**src/rtl/uart_ctrl_pkg.sv**
```systemverilog
// ============================================================================
// Module   : uart_ctrl_pkg
// Brief    : Shared types and UART register map for the UART sequencer.
// Revision : 1.0
// ============================================================================
`default_nettype none

package uart_ctrl_pkg;

    typedef enum logic [2:0] {
        ST_WAIT    = 3'd0,
        ST_POLL_AR = 3'd1,
        ST_POLL_R  = 3'd2,
        ST_TX_AW_W = 3'd3,
        ST_TX_B    = 3'd4,
        ST_RX_AR   = 3'd5,
        ST_RX_R    = 3'd6
    } state_e;

    localparam logic       UART_ADDR_DATA   = 1'b0;
    localparam logic       UART_ADDR_STATUS = 1'b1;
    localparam int         STATUS_TX_FREE   = 0;
    localparam int         STATUS_RX_PEND   = 1;
    localparam logic [1:0] AXI_RESP_OKAY    = 2'b00;

    function automatic logic [1:0] onehot2(input logic idx);
        return idx ? 2'b10 : 2'b01;
    endfunction

endpackage

`default_nettype wire

```
**src/rtl/uart_ctrl_if.sv**
```systemverilog
// ============================================================================
// Module   : uart_ctrl_if
// Brief    : AXI-Lite bus between the UART sequencer and the UART peripheral.
// Revision : 1.0
// ============================================================================
`default_nettype none

interface uart_ctrl_if;
    logic        awaddr;
    logic [2:0]  awprot;
    logic        awvalid;
    logic        awready;
    logic [31:0] wdata;
    logic [3:0]  wstrb;
    logic        wvalid;
    logic        wready;
    logic [1:0]  bresp;
    logic        bvalid;
    logic        bready;
    logic        araddr;
    logic [2:0]  arprot;
    logic        arvalid;
    logic        arready;
    logic [31:0] rdata;
    logic [1:0]  rresp;
    logic        rvalid;
    logic        rready;

    modport master (
        output awaddr, awprot, awvalid, input awready,
        output wdata, wstrb, wvalid, input wready,
        input  bresp, bvalid, output bready,
        output araddr, arprot, arvalid, input arready,
        input  rdata, rresp, rvalid, output rready
    );

    modport slave (
        input  awaddr, awprot, awvalid, output awready,
        input  wdata, wstrb, wvalid, output wready,
        output bresp, bvalid, input bready,
        input  araddr, arprot, arvalid, output arready,
        output rdata, rresp, rvalid, input rready
    );
endinterface

`default_nettype wire

```
**src/rtl/axil_single_master.sv**
```systemverilog
// ============================================================================
// Module   : axil_single_master
// Brief    : One-beat AXI-Lite read/write engine; the caller holds each *_go_i
//            for as long as it sits in the matching phase.
// Revision : 1.0
// ============================================================================
`default_nettype none

module axil_single_master
    import uart_ctrl_pkg::*;
#(
    parameter int DATA_BITS = 8
) (
    input  wire logic                 clk,
    input  wire logic                 rst,
    input  wire logic                 ar_go_i,
    input  wire logic                 ar_addr_i,
    input  wire logic                 r_go_i,
    input  wire logic                 wr_go_i,
    input  wire logic [DATA_BITS-1:0] wdata_i,
    input  wire logic                 b_go_i,
    output logic                      ar_done_o,
    output logic                      r_done_o,
    output logic                      wr_done_o,
    output logic                      b_done_o,
    output logic [DATA_BITS-1:0]      rdata_o,
    output logic [1:0]                status_o,
    output logic [1:0]                rresp_o,
    output logic [1:0]                bresp_o,
    uart_ctrl_if.master               m
);

    logic aw_done_q;
    logic w_done_q;
    logic w_aw_hs;
    logic w_w_hs;

    assign m.arvalid = ar_go_i;
    assign m.araddr  = ar_addr_i;
    assign m.arprot  = 3'b000;
    assign m.rready  = r_go_i;
    assign ar_done_o = ar_go_i && m.arready;
    assign r_done_o  = r_go_i && m.rvalid;
    assign rdata_o   = m.rdata[DATA_BITS-1:0];
    assign status_o  = m.rdata[1:0];
    assign rresp_o   = m.rresp;

    // AW and W retire independently; each valid drops after its own handshake.
    assign m.awvalid = wr_go_i && !aw_done_q;
    assign m.wvalid  = wr_go_i && !w_done_q;
    assign m.awaddr  = UART_ADDR_DATA;
    assign m.awprot  = 3'b000;
    assign m.wdata   = 32'(wdata_i);
    assign m.wstrb   = 4'b0001;
    assign w_aw_hs   = m.awvalid && m.awready;
    assign w_w_hs    = m.wvalid && m.wready;
    assign wr_done_o = (aw_done_q || w_aw_hs) && (w_done_q || w_w_hs);

    assign m.bready  = b_go_i;
    assign b_done_o  = b_go_i && m.bvalid;
    assign bresp_o   = m.bresp;

    always_ff @(posedge clk or posedge rst) begin
        if (rst) begin
            aw_done_q <= 1'b0;
            w_done_q  <= 1'b0;
        end else if (wr_done_o) begin
            aw_done_q <= 1'b0;
            w_done_q  <= 1'b0;
        end else begin
            if (w_aw_hs) aw_done_q <= 1'b1;
            if (w_w_hs)  w_done_q  <= 1'b1;
        end
    end

endmodule

`default_nettype wire

```
**src/rtl/uart_ctrl.sv**
```systemverilog
// ============================================================================
// Module   : uart_ctrl
// Brief    : Polls a UART over AXI-Lite, forwarding bytes from two packet-locked
//            round-robin requesters and buffering one received byte.
// Revision : 1.0
// ============================================================================
`default_nettype none

module uart_ctrl
    import uart_ctrl_pkg::*;
#(
    parameter int DATA_BITS     = 8,
    parameter int POLL_INTERVAL = 16
) (
    input  wire logic                 clk,
    input  wire logic                 rst,
    input  wire logic [DATA_BITS-1:0] req0_data,
    input  wire logic                 req0_last,
    input  wire logic                 req0_valid,
    output logic                      req0_ready,
    input  wire logic [DATA_BITS-1:0] req1_data,
    input  wire logic                 req1_last,
    input  wire logic                 req1_valid,
    output logic                      req1_ready,
    output logic [DATA_BITS-1:0]      rx_data,
    output logic                      rx_valid,
    input  wire logic                 rx_ready,
    input  wire logic                 rx_en,
    uart_ctrl_if.master               m,
    output logic [1:0]                grant,
    output logic                      err
);

    localparam int                CNT_W   = (POLL_INTERVAL > 1) ? $clog2(POLL_INTERVAL) : 1;
    localparam logic [CNT_W-1:0]  CNT_MAX = CNT_W'(POLL_INTERVAL - 1);

    state_e                 state_q, state_d;
    logic [CNT_W-1:0]       cnt_q, cnt_d;
    logic                   sel_q, sel_d;
    logic                   last_q, last_d;
    logic [DATA_BITS-1:0]   tx_data_q, tx_data_d;
    logic                   lock_q, lock_d;
    logic                   lock_id_q, lock_id_d;
    logic                   rr_q, rr_d;
    logic [DATA_BITS-1:0]   rx_data_q, rx_data_d;
    logic                   rx_valid_q, rx_valid_d;
    logic                   err_q;

    logic                   w_ar_done, w_r_done, w_wr_done, w_b_done;
    logic [DATA_BITS-1:0]   w_rdata;
    logic [1:0]             w_status, w_rresp, w_bresp;
    logic [1:0]             w_req_valid;
    logic                   w_pick_vld, w_pick_id;

    axil_single_master #(.DATA_BITS(DATA_BITS)) u_axil (
        .clk       (clk),
        .rst       (rst),
        .ar_go_i   ((state_q == ST_POLL_AR) || (state_q == ST_RX_AR)),
        .ar_addr_i ((state_q == ST_POLL_AR) ? UART_ADDR_STATUS : UART_ADDR_DATA),
        .r_go_i    ((state_q == ST_POLL_R) || (state_q == ST_RX_R)),
        .wr_go_i   (state_q == ST_TX_AW_W),
        .wdata_i   (tx_data_q),
        .b_go_i    (state_q == ST_TX_B),
        .ar_done_o (w_ar_done),
        .r_done_o  (w_r_done),
        .wr_done_o (w_wr_done),
        .b_done_o  (w_b_done),
        .rdata_o   (w_rdata),
        .status_o  (w_status),
        .rresp_o   (w_rresp),
        .bresp_o   (w_bresp),
        .m         (m)
    );

    assign w_req_valid = {req1_valid, req0_valid};

    // A held lock makes only its owner eligible; otherwise rr_q gets first pick.
    always_comb begin
        w_pick_vld = 1'b0;
        w_pick_id  = rr_q;
        if (lock_q) begin
            w_pick_id  = lock_id_q;
            w_pick_vld = w_req_valid[lock_id_q];
        end else if (w_req_valid[rr_q]) begin
            w_pick_vld = 1'b1;
        end else if (w_req_valid[~rr_q]) begin
            w_pick_id  = ~rr_q;
            w_pick_vld = 1'b1;
        end
    end

    always_comb begin
        state_d    = state_q;
        cnt_d      = cnt_q;
        sel_d      = sel_q;
        last_d     = last_q;
        tx_data_d  = tx_data_q;
        lock_d     = lock_q;
        lock_id_d  = lock_id_q;
        rr_d       = rr_q;
        rx_data_d  = rx_data_q;
        rx_valid_d = rx_valid_q;
        req0_ready = 1'b0;
        req1_ready = 1'b0;

        if (rx_valid_q && rx_ready) rx_valid_d = 1'b0;

        case (state_q)
            ST_WAIT: begin
                if (cnt_q == CNT_MAX) begin
                    state_d = ST_POLL_AR;
                    cnt_d   = '0;
                end else begin
                    cnt_d = cnt_q + 1'b1;
                end
            end
            ST_POLL_AR: if (w_ar_done) state_d = ST_POLL_R;
            ST_POLL_R: begin
                if (w_r_done) begin
                    if (w_status[STATUS_RX_PEND] && rx_en && !rx_valid_q) begin
                        state_d = ST_RX_AR;
                    end else if (w_status[STATUS_TX_FREE] && w_pick_vld) begin
                        state_d    = ST_TX_AW_W;
                        sel_d      = w_pick_id;
                        tx_data_d  = w_pick_id ? req1_data : req0_data;
                        last_d     = w_pick_id ? req1_last : req0_last;
                        req0_ready = !w_pick_id;
                        req1_ready = w_pick_id;
                    end else begin
                        state_d = ST_WAIT;
                        cnt_d   = '0;
                    end
                end
            end
            ST_TX_AW_W: if (w_wr_done) state_d = ST_TX_B;
            ST_TX_B: begin
                if (w_b_done) begin
                    if (last_q) begin
                        lock_d = 1'b0;
                        rr_d   = ~sel_q;
                    end else begin
                        lock_d    = 1'b1;
                        lock_id_d = sel_q;
                    end
                    state_d = ST_POLL_AR;
                end
            end
            ST_RX_AR: if (w_ar_done) state_d = ST_RX_R;
            ST_RX_R: begin
                if (w_r_done) begin
                    rx_data_d  = w_rdata;
                    rx_valid_d = 1'b1;
                    state_d    = ST_POLL_AR;
                end
            end
            default: state_d = ST_WAIT;
        endcase
    end

    always_ff @(posedge clk or posedge rst) begin
        if (rst) begin
            state_q    <= ST_WAIT;
            cnt_q      <= '0;
            sel_q      <= 1'b0;
            last_q     <= 1'b0;
            tx_data_q  <= '0;
            lock_q     <= 1'b0;
            lock_id_q  <= 1'b0;
            rr_q       <= 1'b0;
            rx_data_q  <= '0;
            rx_valid_q <= 1'b0;
            err_q      <= 1'b0;
        end else begin
            state_q    <= state_d;
            cnt_q      <= cnt_d;
            sel_q      <= sel_d;
            last_q     <= last_d;
            tx_data_q  <= tx_data_d;
            lock_q     <= lock_d;
            lock_id_q  <= lock_id_d;
            rr_q       <= rr_d;
            rx_data_q  <= rx_data_d;
            rx_valid_q <= rx_valid_d;
            err_q      <= (w_r_done && (w_rresp != AXI_RESP_OKAY)) ||
                          (w_b_done && (w_bresp != AXI_RESP_OKAY));
        end
    end

    always_comb begin
        grant = 2'b00;
        if (lock_q) begin
            grant = onehot2(lock_id_q);
        end else if ((state_q == ST_TX_AW_W) || (state_q == ST_TX_B)) begin
            grant = onehot2(sel_q);
        end
    end

    assign rx_data  = rx_data_q;
    assign rx_valid = rx_valid_q;
    assign err      = err_q;

endmodule

`default_nettype wire
```
**src/flat_wrapper.sv**
```systemverilog
// flat-port wrapper written by rule: the top's interface ports become plain ports
module uart_ctrl_flat import uart_ctrl_pkg::*;
#(
    parameter int DATA_BITS     = 8,
    parameter int POLL_INTERVAL = 16
)
  (clk, rst, req0_data, req0_last, req0_valid, req0_ready, req1_data, req1_last, req1_valid, req1_ready, rx_data, rx_valid, rx_ready, rx_en, grant, err, m_awaddr, m_awprot, m_awvalid, m_awready, m_wdata, m_wstrb, m_wvalid, m_wready, m_bresp, m_bvalid, m_bready, m_araddr, m_arprot, m_arvalid, m_arready, m_rdata, m_rresp, m_rvalid, m_rready);
  uart_ctrl_if m_i ();
  input  wire logic clk;
  input  wire logic rst;
  input  wire logic [DATA_BITS-1:0] req0_data;
  input  wire logic req0_last;
  input  wire logic req0_valid;
  output logic req0_ready;
  input  wire logic [DATA_BITS-1:0] req1_data;
  input  wire logic req1_last;
  input  wire logic req1_valid;
  output logic req1_ready;
  output logic [DATA_BITS-1:0] rx_data;
  output logic rx_valid;
  input  wire logic rx_ready;
  input  wire logic rx_en;
  output logic [1:0] grant;
  output logic err;
  output wire logic [$bits(m_i.awaddr)-1:0] m_awaddr;
  output wire logic [$bits(m_i.awprot)-1:0] m_awprot;
  output wire logic [$bits(m_i.awvalid)-1:0] m_awvalid;
  input wire logic [$bits(m_i.awready)-1:0] m_awready;
  output wire logic [$bits(m_i.wdata)-1:0] m_wdata;
  output wire logic [$bits(m_i.wstrb)-1:0] m_wstrb;
  output wire logic [$bits(m_i.wvalid)-1:0] m_wvalid;
  input wire logic [$bits(m_i.wready)-1:0] m_wready;
  input wire logic [$bits(m_i.bresp)-1:0] m_bresp;
  input wire logic [$bits(m_i.bvalid)-1:0] m_bvalid;
  output wire logic [$bits(m_i.bready)-1:0] m_bready;
  output wire logic [$bits(m_i.araddr)-1:0] m_araddr;
  output wire logic [$bits(m_i.arprot)-1:0] m_arprot;
  output wire logic [$bits(m_i.arvalid)-1:0] m_arvalid;
  input wire logic [$bits(m_i.arready)-1:0] m_arready;
  input wire logic [$bits(m_i.rdata)-1:0] m_rdata;
  input wire logic [$bits(m_i.rresp)-1:0] m_rresp;
  input wire logic [$bits(m_i.rvalid)-1:0] m_rvalid;
  output wire logic [$bits(m_i.rready)-1:0] m_rready;
  assign m_awaddr = m_i.awaddr;
  assign m_awprot = m_i.awprot;
  assign m_awvalid = m_i.awvalid;
  assign m_i.awready = m_awready;
  assign m_wdata = m_i.wdata;
  assign m_wstrb = m_i.wstrb;
  assign m_wvalid = m_i.wvalid;
  assign m_i.wready = m_wready;
  assign m_i.bresp = m_bresp;
  assign m_i.bvalid = m_bvalid;
  assign m_bready = m_i.bready;
  assign m_araddr = m_i.araddr;
  assign m_arprot = m_i.arprot;
  assign m_arvalid = m_i.arvalid;
  assign m_i.arready = m_arready;
  assign m_i.rdata = m_rdata;
  assign m_i.rresp = m_rresp;
  assign m_i.rvalid = m_rvalid;
  assign m_rready = m_i.rready;
  uart_ctrl #(.DATA_BITS(DATA_BITS), .POLL_INTERVAL(POLL_INTERVAL)) u_core (.clk(clk), .rst(rst), .req0_data(req0_data), .req0_last(req0_last), .req0_valid(req0_valid), .req0_ready(req0_ready), .req1_data(req1_data), .req1_last(req1_last), .req1_valid(req1_valid), .req1_ready(req1_ready), .rx_data(rx_data), .rx_valid(rx_valid), .rx_ready(rx_ready), .rx_en(rx_en), .m(m_i), .grant(grant), .err(err));
endmodule
```
**config.mk**
```make
export PLATFORM = sky130hd
export DESIGN_NAME = uart_ctrl_flat
export DESIGN_NICKNAME = d
export VERILOG_FILES = /design/src/rtl/uart_ctrl_pkg.sv /design/src/rtl/uart_ctrl_if.sv /design/src/rtl/axil_single_master.sv /design/src/rtl/uart_ctrl.sv /design/src/flat_wrapper.sv
export SDC_FILE = /design/constraint.sdc
export NUM_CORES = 1
export LEC_CHECK = 0
export BUFFER_PORTS_ARGS = -buffer_cell sky130_fd_sc_hd__buf_2
export CORE_ASPECT_RATIO = 1.1
export CORE_MARGIN = 2
export CORE_UTILIZATION = 48
export DETAILED_ROUTE_END_ITERATION = 10
export MAX_ROUTING_LAYER = met4
export PLACE_DENSITY_LB_ADDON = 0.15
export SYNTH_ARGS = -nofsm -noshare
export SYNTH_HDL_FRONTEND = slang
export SYNTH_HIERARCHICAL = 1
export SYNTH_SLANG_ARGS = --single-unit
export TNS_END_PERCENT = 10
```
**constraint.sdc**
```tcl
create_clock -name clk -period 6 [get_ports clk]
set_clock_uncertainty 0.05 [all_clocks]
set_input_delay 1.5 -clock clk [delete_from_list [all_inputs] [get_ports clk]]
set_output_delay 1.5 -clock clk [all_outputs]
set_load 0.005 [all_outputs]
```
* Word-level counts from Yosys, hierarchy flattened
Index checks and enable logic that the tools add are counted.
Storage, ports and cells: ROM bits 0, register bits 32, RAM bits 0, bits of input ports 65, latch bits 0, memories kept 0, word-level logic and storage cells 124, output and inout port bits 63
Operators by class: div/mod/pow operators 0, eq/ne operators 16, magnitude comparators 3, $add $sub $neg 1, multipliers 0, bitwise operators 4, reductions and logical operators 37, mux-type cells 50, shift-type cells 0
Operator list (count):
- 1-bit two-way mux | 30
- 3-bit two-way mux | 8
- 3-bit case mux with 7 select lines | 1
- 4-bit two-way mux | 4
- 1-bit logical AND | 14
- 2-bit two-way mux | 5
- 2-bit by 1-bit != test with 1-bit output, second input constant | 5
- 2-bit nonzero test | 5
- 3-bit equality test, second input constant | 3
- 8-bit two-way mux | 1
- 2-bit != test, second input constant | 4
- 4-bit case mux with 2 select lines | 1
- 4-bit AND reduction | 2
- 7-bit AND reduction | 1
- 3-bit by 2-bit equality test with 1-bit output, second input constant | 2
- 1-bit logical OR | 6
- 1-bit by 2-bit < comparator with 1-bit output, second input constant | 3
- 3-bit AND reduction | 2
- 4-bit by 1-bit adder with 4-bit output, second input constant | 1
- 4-bit equality test, second input constant | 1
- 1-bit zero test | 4
- 1-bit NOT | 4
- 2-bit AND reduction | 2
- 3-bit by 1-bit equality test with 1-bit output, second input constant | 1
- 3-bit zero test | 1

* Depth between registers and ports, before layout
word-level depth 11, gate-level depth with buffers 9, mapped depth without buffers 8

* By module
Netlist, hierarchy kept.
Modules (own cells, without submodules):
- uart_ctrl | instances 1, area an instance 1621.6 um2, seq. area each 750.7 um2, cells each 165
- axil_single_master | instances 1, area an instance 584.3 um2, seq. area each 50.0 um2, cells each 76

* Least setup slack after synthesis
OpenSTA, ideal clock, no wires.
kind input -> output, from in m_rdata[1], to out req1_ready, setup slack 1.953 ns, arrival 2.497 ns, stages on the path 6, buffers on the path 2, cells stage by stage buf_4 > and3b_1 > nor4b_2 > buf_2 > nand2_1 > a21oi_1
On the way: word-level cells in the longest chain between the ends 5
Ends and longest elaborated chain:
- from (decl) | RTL line flat_wrapper.sv:40 | input wire logic [$bits(m_i.rdata)-1:0] m_rdata;
- 1-bit logical AND (2 in series) | RTL line uart_ctrl.sv:120 | if (w_status[STATUS_RX_PEND] && rx_en && !rx_valid_q) begin
- 1-bit two-way mux | RTL line uart_ctrl.sv:120
- 1-bit two-way mux | RTL line uart_ctrl.sv:119 | if (w_r_done) begin
- 1-bit two-way mux | RTL line uart_ctrl.sv:108 | case (state_q)
- to (decl) | RTL line flat_wrapper.sv:18 | output logic req1_ready;
No other way between the ends.

* Final worst setup path
from in req0_valid, to out req0_ready
On the way: word-level cells in the longest chain between the ends 10
Ends and longest elaborated chain:
- from (decl) | RTL line flat_wrapper.sv:13 | input wire logic req0_valid;
- 1-bit two-way mux (not written as such) (2 in series) | RTL line uart_ctrl.sv:86 | end else if (w_req_valid[~rr_q]) begin
- 1-bit two-way mux | RTL line uart_ctrl.sv:86
- 1-bit two-way mux | RTL line uart_ctrl.sv:84 | end else if (w_req_valid[rr_q]) begin
- 1-bit two-way mux | RTL line uart_ctrl.sv:81 | if (lock_q) begin
- 1-bit zero test or 1-bit logical AND (tied branches) | RTL line uart_ctrl.sv:127, uart_ctrl.sv:122
- 1-bit two-way mux * | RTL line uart_ctrl.sv:122 | end else if (w_status[STATUS_TX_FREE] && w_pick_vld) begin
- 1-bit two-way mux * | RTL line uart_ctrl.sv:120
- 1-bit two-way mux * | RTL line uart_ctrl.sv:119
- 1-bit two-way mux * | RTL line uart_ctrl.sv:108
- to (decl) | RTL line flat_wrapper.sv:14 | output logic req0_ready;
Every way passes the cells marked *; elsewhere a longest branch is shown, timed or not. The select of a mux whose other input is x is not followed.

==> results by group <==
Cells and area
  • Inserted Diodes: 0
  • Most frequent cells in the layout: buf_2 (68), conb_1 (35), dfrtp_1 (32)
  • Final core utilization: approximately 54%
  • Fin nets: approximately 350
  • Layout area overhead: 5.786%
  • Layout cells sized above 1: between 30 and 40%
  • Most common cell after layout, fill and taps aside: buf_2

Global route
  • First-pass GRT wire length: ~7000 um
  • GR Util met3: 4.484%
  • Antenna violations before repair: 0
  • Grt total ovfl: 0
  • Met2 usage: approximately 29%
  • Largest net degree at the start of global routing: 31
  • Met1 Use GR: 23.12%
  • Busiest grt layer: met2
  • Vias in the first global route: 1485
  • Total GRT Usage: a little under a fifth

Power and ir drop
  • Combinational Power Share: a little under two fifths
  • VDD IR-drop max: around 160 uV
  • Switch Pwr: ~300 uW
  • Sequential share of power: a little over two fifths
  • Pleak: between 1 and 1.5 nW
  • Cell Int Power: between 500 and 600 uW
  • Clk network pwr share: around a fifth
  • Sw Ratio: roughly a third
  • Pwr dens: 368.2 nW/um^2

Synthesis
  • Most used DFF post-synth: dfrtp_1
  • Synthesized area: 2206 sq um
  • Synthesis-stage register bit count: 32
  • Post-synthesis async set-or-reset flop share: 100.0%
  • Post-Syn Instances: 241
  • Leading area contributor after synthesis: dfrtp_1
  • Register area share after synthesis: a little over a third
  • Post-synth EDFFs: 0
  • Post-synthesis cell type count: 43
  • Avg Cell Area, Syn: 9.153 sq um
  • YS warnings: 6
  • Area contributors post-synth: dfrtp_1 (36%), buf_4 (21%), o21ai_0 (4.5%), mux2_2 (4.1%), nand3_1 (2.9%)
  • Area share of the largest cell type after synthesis: between 30 and 40%

Critical path
  • CP top delay family: compound AO/OA/AOI/OAI gates
  • Crit path buffers/inverters: 2
  • Critical path depth: 6
  • R2R depth: 7
  • CP max stage delay: around 0.66 ns
  • Max FO, Critical Path: 11
  • Slowest stage cell on the critical path: o211ai_1
  • Worst path arrival time: 2.73 ns
  • Startpoint types: input port
  • CP endpoint kind: primary output
  • Worst EP required: between 4 and 5 ns
  • Worst path most repeated cell: buf_2
  • Crit path cell chain: buf_2, nor2b_1, o211ai_1, nand2_1, nor2_1, buf_2
  • Crit Path Category: in2out

STA
  • Final Critical Period: between 4 and 5 ns
  • Crit share post-route: around 71%
  • Final WS setup: about 1.7 ns
  • Setup TNS Final: 0 ns
  • Slew Limit Fails: 0
  • Worst slew pin tran: approximately 0.82 ns
  • Peak Freq: between 200 and 250 MHz
  • Slew Limit Headroom: between 40 and 50%
  • RSZ-0062 raised after global routing: false
  • Final hold viol count: 0
  • Count of final setup violators: 0

Floorplan
  • Die width: between 60 and 70 um
  • Number of top-level pins: 128
  • DIE HEIGHT: ~75 um
  • Die footprint: between 5000 and 6000 sq um
  • Core area: between 4000 and 5000 sq um
  • FP Rows: 25
  • Initial Util: 50.73%

CTS
  • Clock latency at the later pin of the worst-skew pair: ~0.28 ns
  • Clock buffer count from CTS: 5
  • Post-CTS sizing: 0
  • TritonCTS clock tree: built
  • Root buf cell: clkbuf_8
  • Max clock buf depth: 2
  • # H-tree levels: 2
  • Clock sink total: 32
  • Clock-pin transition on the worst setup and hold timing paths: about 0.07 ns
  • Post-CTS setup buffer count: 0
  • Hold_buf cts: 0

Placed design
  • Final Wtd Congestion: 0.7960
  • Port bufs: 68
  • DP HPWL: ~3000 um
  • Placement Setup Slack: 1.732 ns

Drt
  • Via density per instance: between 4 and 5
  • Drt first pass iters: 4
  • WL/cell: ~12 um
  • Aggregate routed wire length: about 4200 um
  • Post-DRT Antenna Nets: 0
  • DR iter-0 viols: 89
  • Total number of vias: roughly 1700
  • DRC violations left: 0

Flow run
  • Maxcap violations: 0

Worst hold path
  • Worst hold stages: 1
  • Min-delay worst type: reg2reg

Outcome
  • Status: finished clean
-- stage by stage --
step	cells	power, mW	hold slack (ns)	instance area (sq um)
6_report	334	0.8592	0.4505	2333
3_3_place_gp	327	0.6843	0.4331	2237
2_1_floorplan	274	0.6512	0.4076	2330
5_1_grt	334	0.9390	0.4697	2333
4_1_cts	334	0.8721	0.4531	2333
3_5_place_dp	327	0.6915	0.4377	2237
-- power by group through the flow --
stage | clock network (mW) | registers, mW | logic [mW]
after global placement | 0 | 0.369 | 0.315
after global routing | 0.193 | 0.381 | 0.365
after CTS | 0.183 | 0.368 | 0.322
after floorplan | 0 | 0.341 | 0.310
final | 0.176 | 0.367 | 0.316
after detailed placement | 0 | 0.371 | 0.321
-- synth_stat cells (3+ instances only) --
| cell type | instances |
|---|---|
| a21oi_1 | 11 |
| a31oi_1 | 9 |
| and2_1 | 7 |
| buf_2 | 4 |
| buf_4 | 63 |
| clkbuf_1 | 3 |
| dfrtp_1 | 32 |
| inv_1 | 7 |
| mux2_2 | 8 |
| mux2i_1 | 4 |
| nand2_1 | 11 |
| nand2b_1 | 4 |
| nand3_1 | 13 |
| nor2_1 | 5 |
| nor2b_1 | 8 |
| o21ai_0 | 20 |
-- path summary, 6_finish.rpt --
kind                                   start                endpoint  slack (ns)
hold / removal             u_core/rx_data[3]       u_core/rx_data[3]        0.45
max in group asynchronous                rst     u_core/tx_data_q[5]        4.36
hold reg to reg            u_core/rx_data[3]       u_core/rx_data[3]        0.45
setup / recovery                  req0_valid              req0_ready        1.72
min in group asynchronous                rst  u_core/u_axil/w_done_q        1.02
setup reg to reg           u_core/state_q[1]            u_core/sel_q        3.68
-- state kept, by name (all words and copies together), names as in the netlist --
register and flops:
u_core/lock_q 1, u_core/rx_data 8, u_core/cnt_q 4, u_core/rr_q 1, u_core/err 1, u_core/u_axil/w_done_q 1, u_core/state_q 3, u_core/lock_id_q 1
u_core/tx_data_q 8, u_core/rx_valid 1, u_core/u_axil/aw_done_q 1, u_core/sel_q 1, u_core/last_q 1
-- area by class of cell --
cell class / count / area [sq um]
fill: 442 / 2014
clock buffer: 7 / 96.34
timing repair buffer: 70 / 355.3
multi-input combinational: 164 / 987.2
sequential: 32 / 800.8
inverter: 7 / 26.28
tap: 54 / 67.56
-- per-layer routing --
layer	part of all wire (%)	wire, um	vias up
li1	-	-	807
met1	43	1779	772
met2	50	2072	67
met3	6.0	249	5
met4	1.5	62	0
met5	0	0	-
-- cell families (layout without fill, tap and decap cells) --
group           after synthesis  after routing  synth area share, %
buf+inv                      78             84                24.56
simple gates                 61             61                15.60
compound gates               53             53                15.03
flops                        32             32                36.30
mux                          14             14                7.601
other cells                   2             35               0.3405
fa+ha+maj                     1              1               0.5671
(Power assumes the default switching activity.)
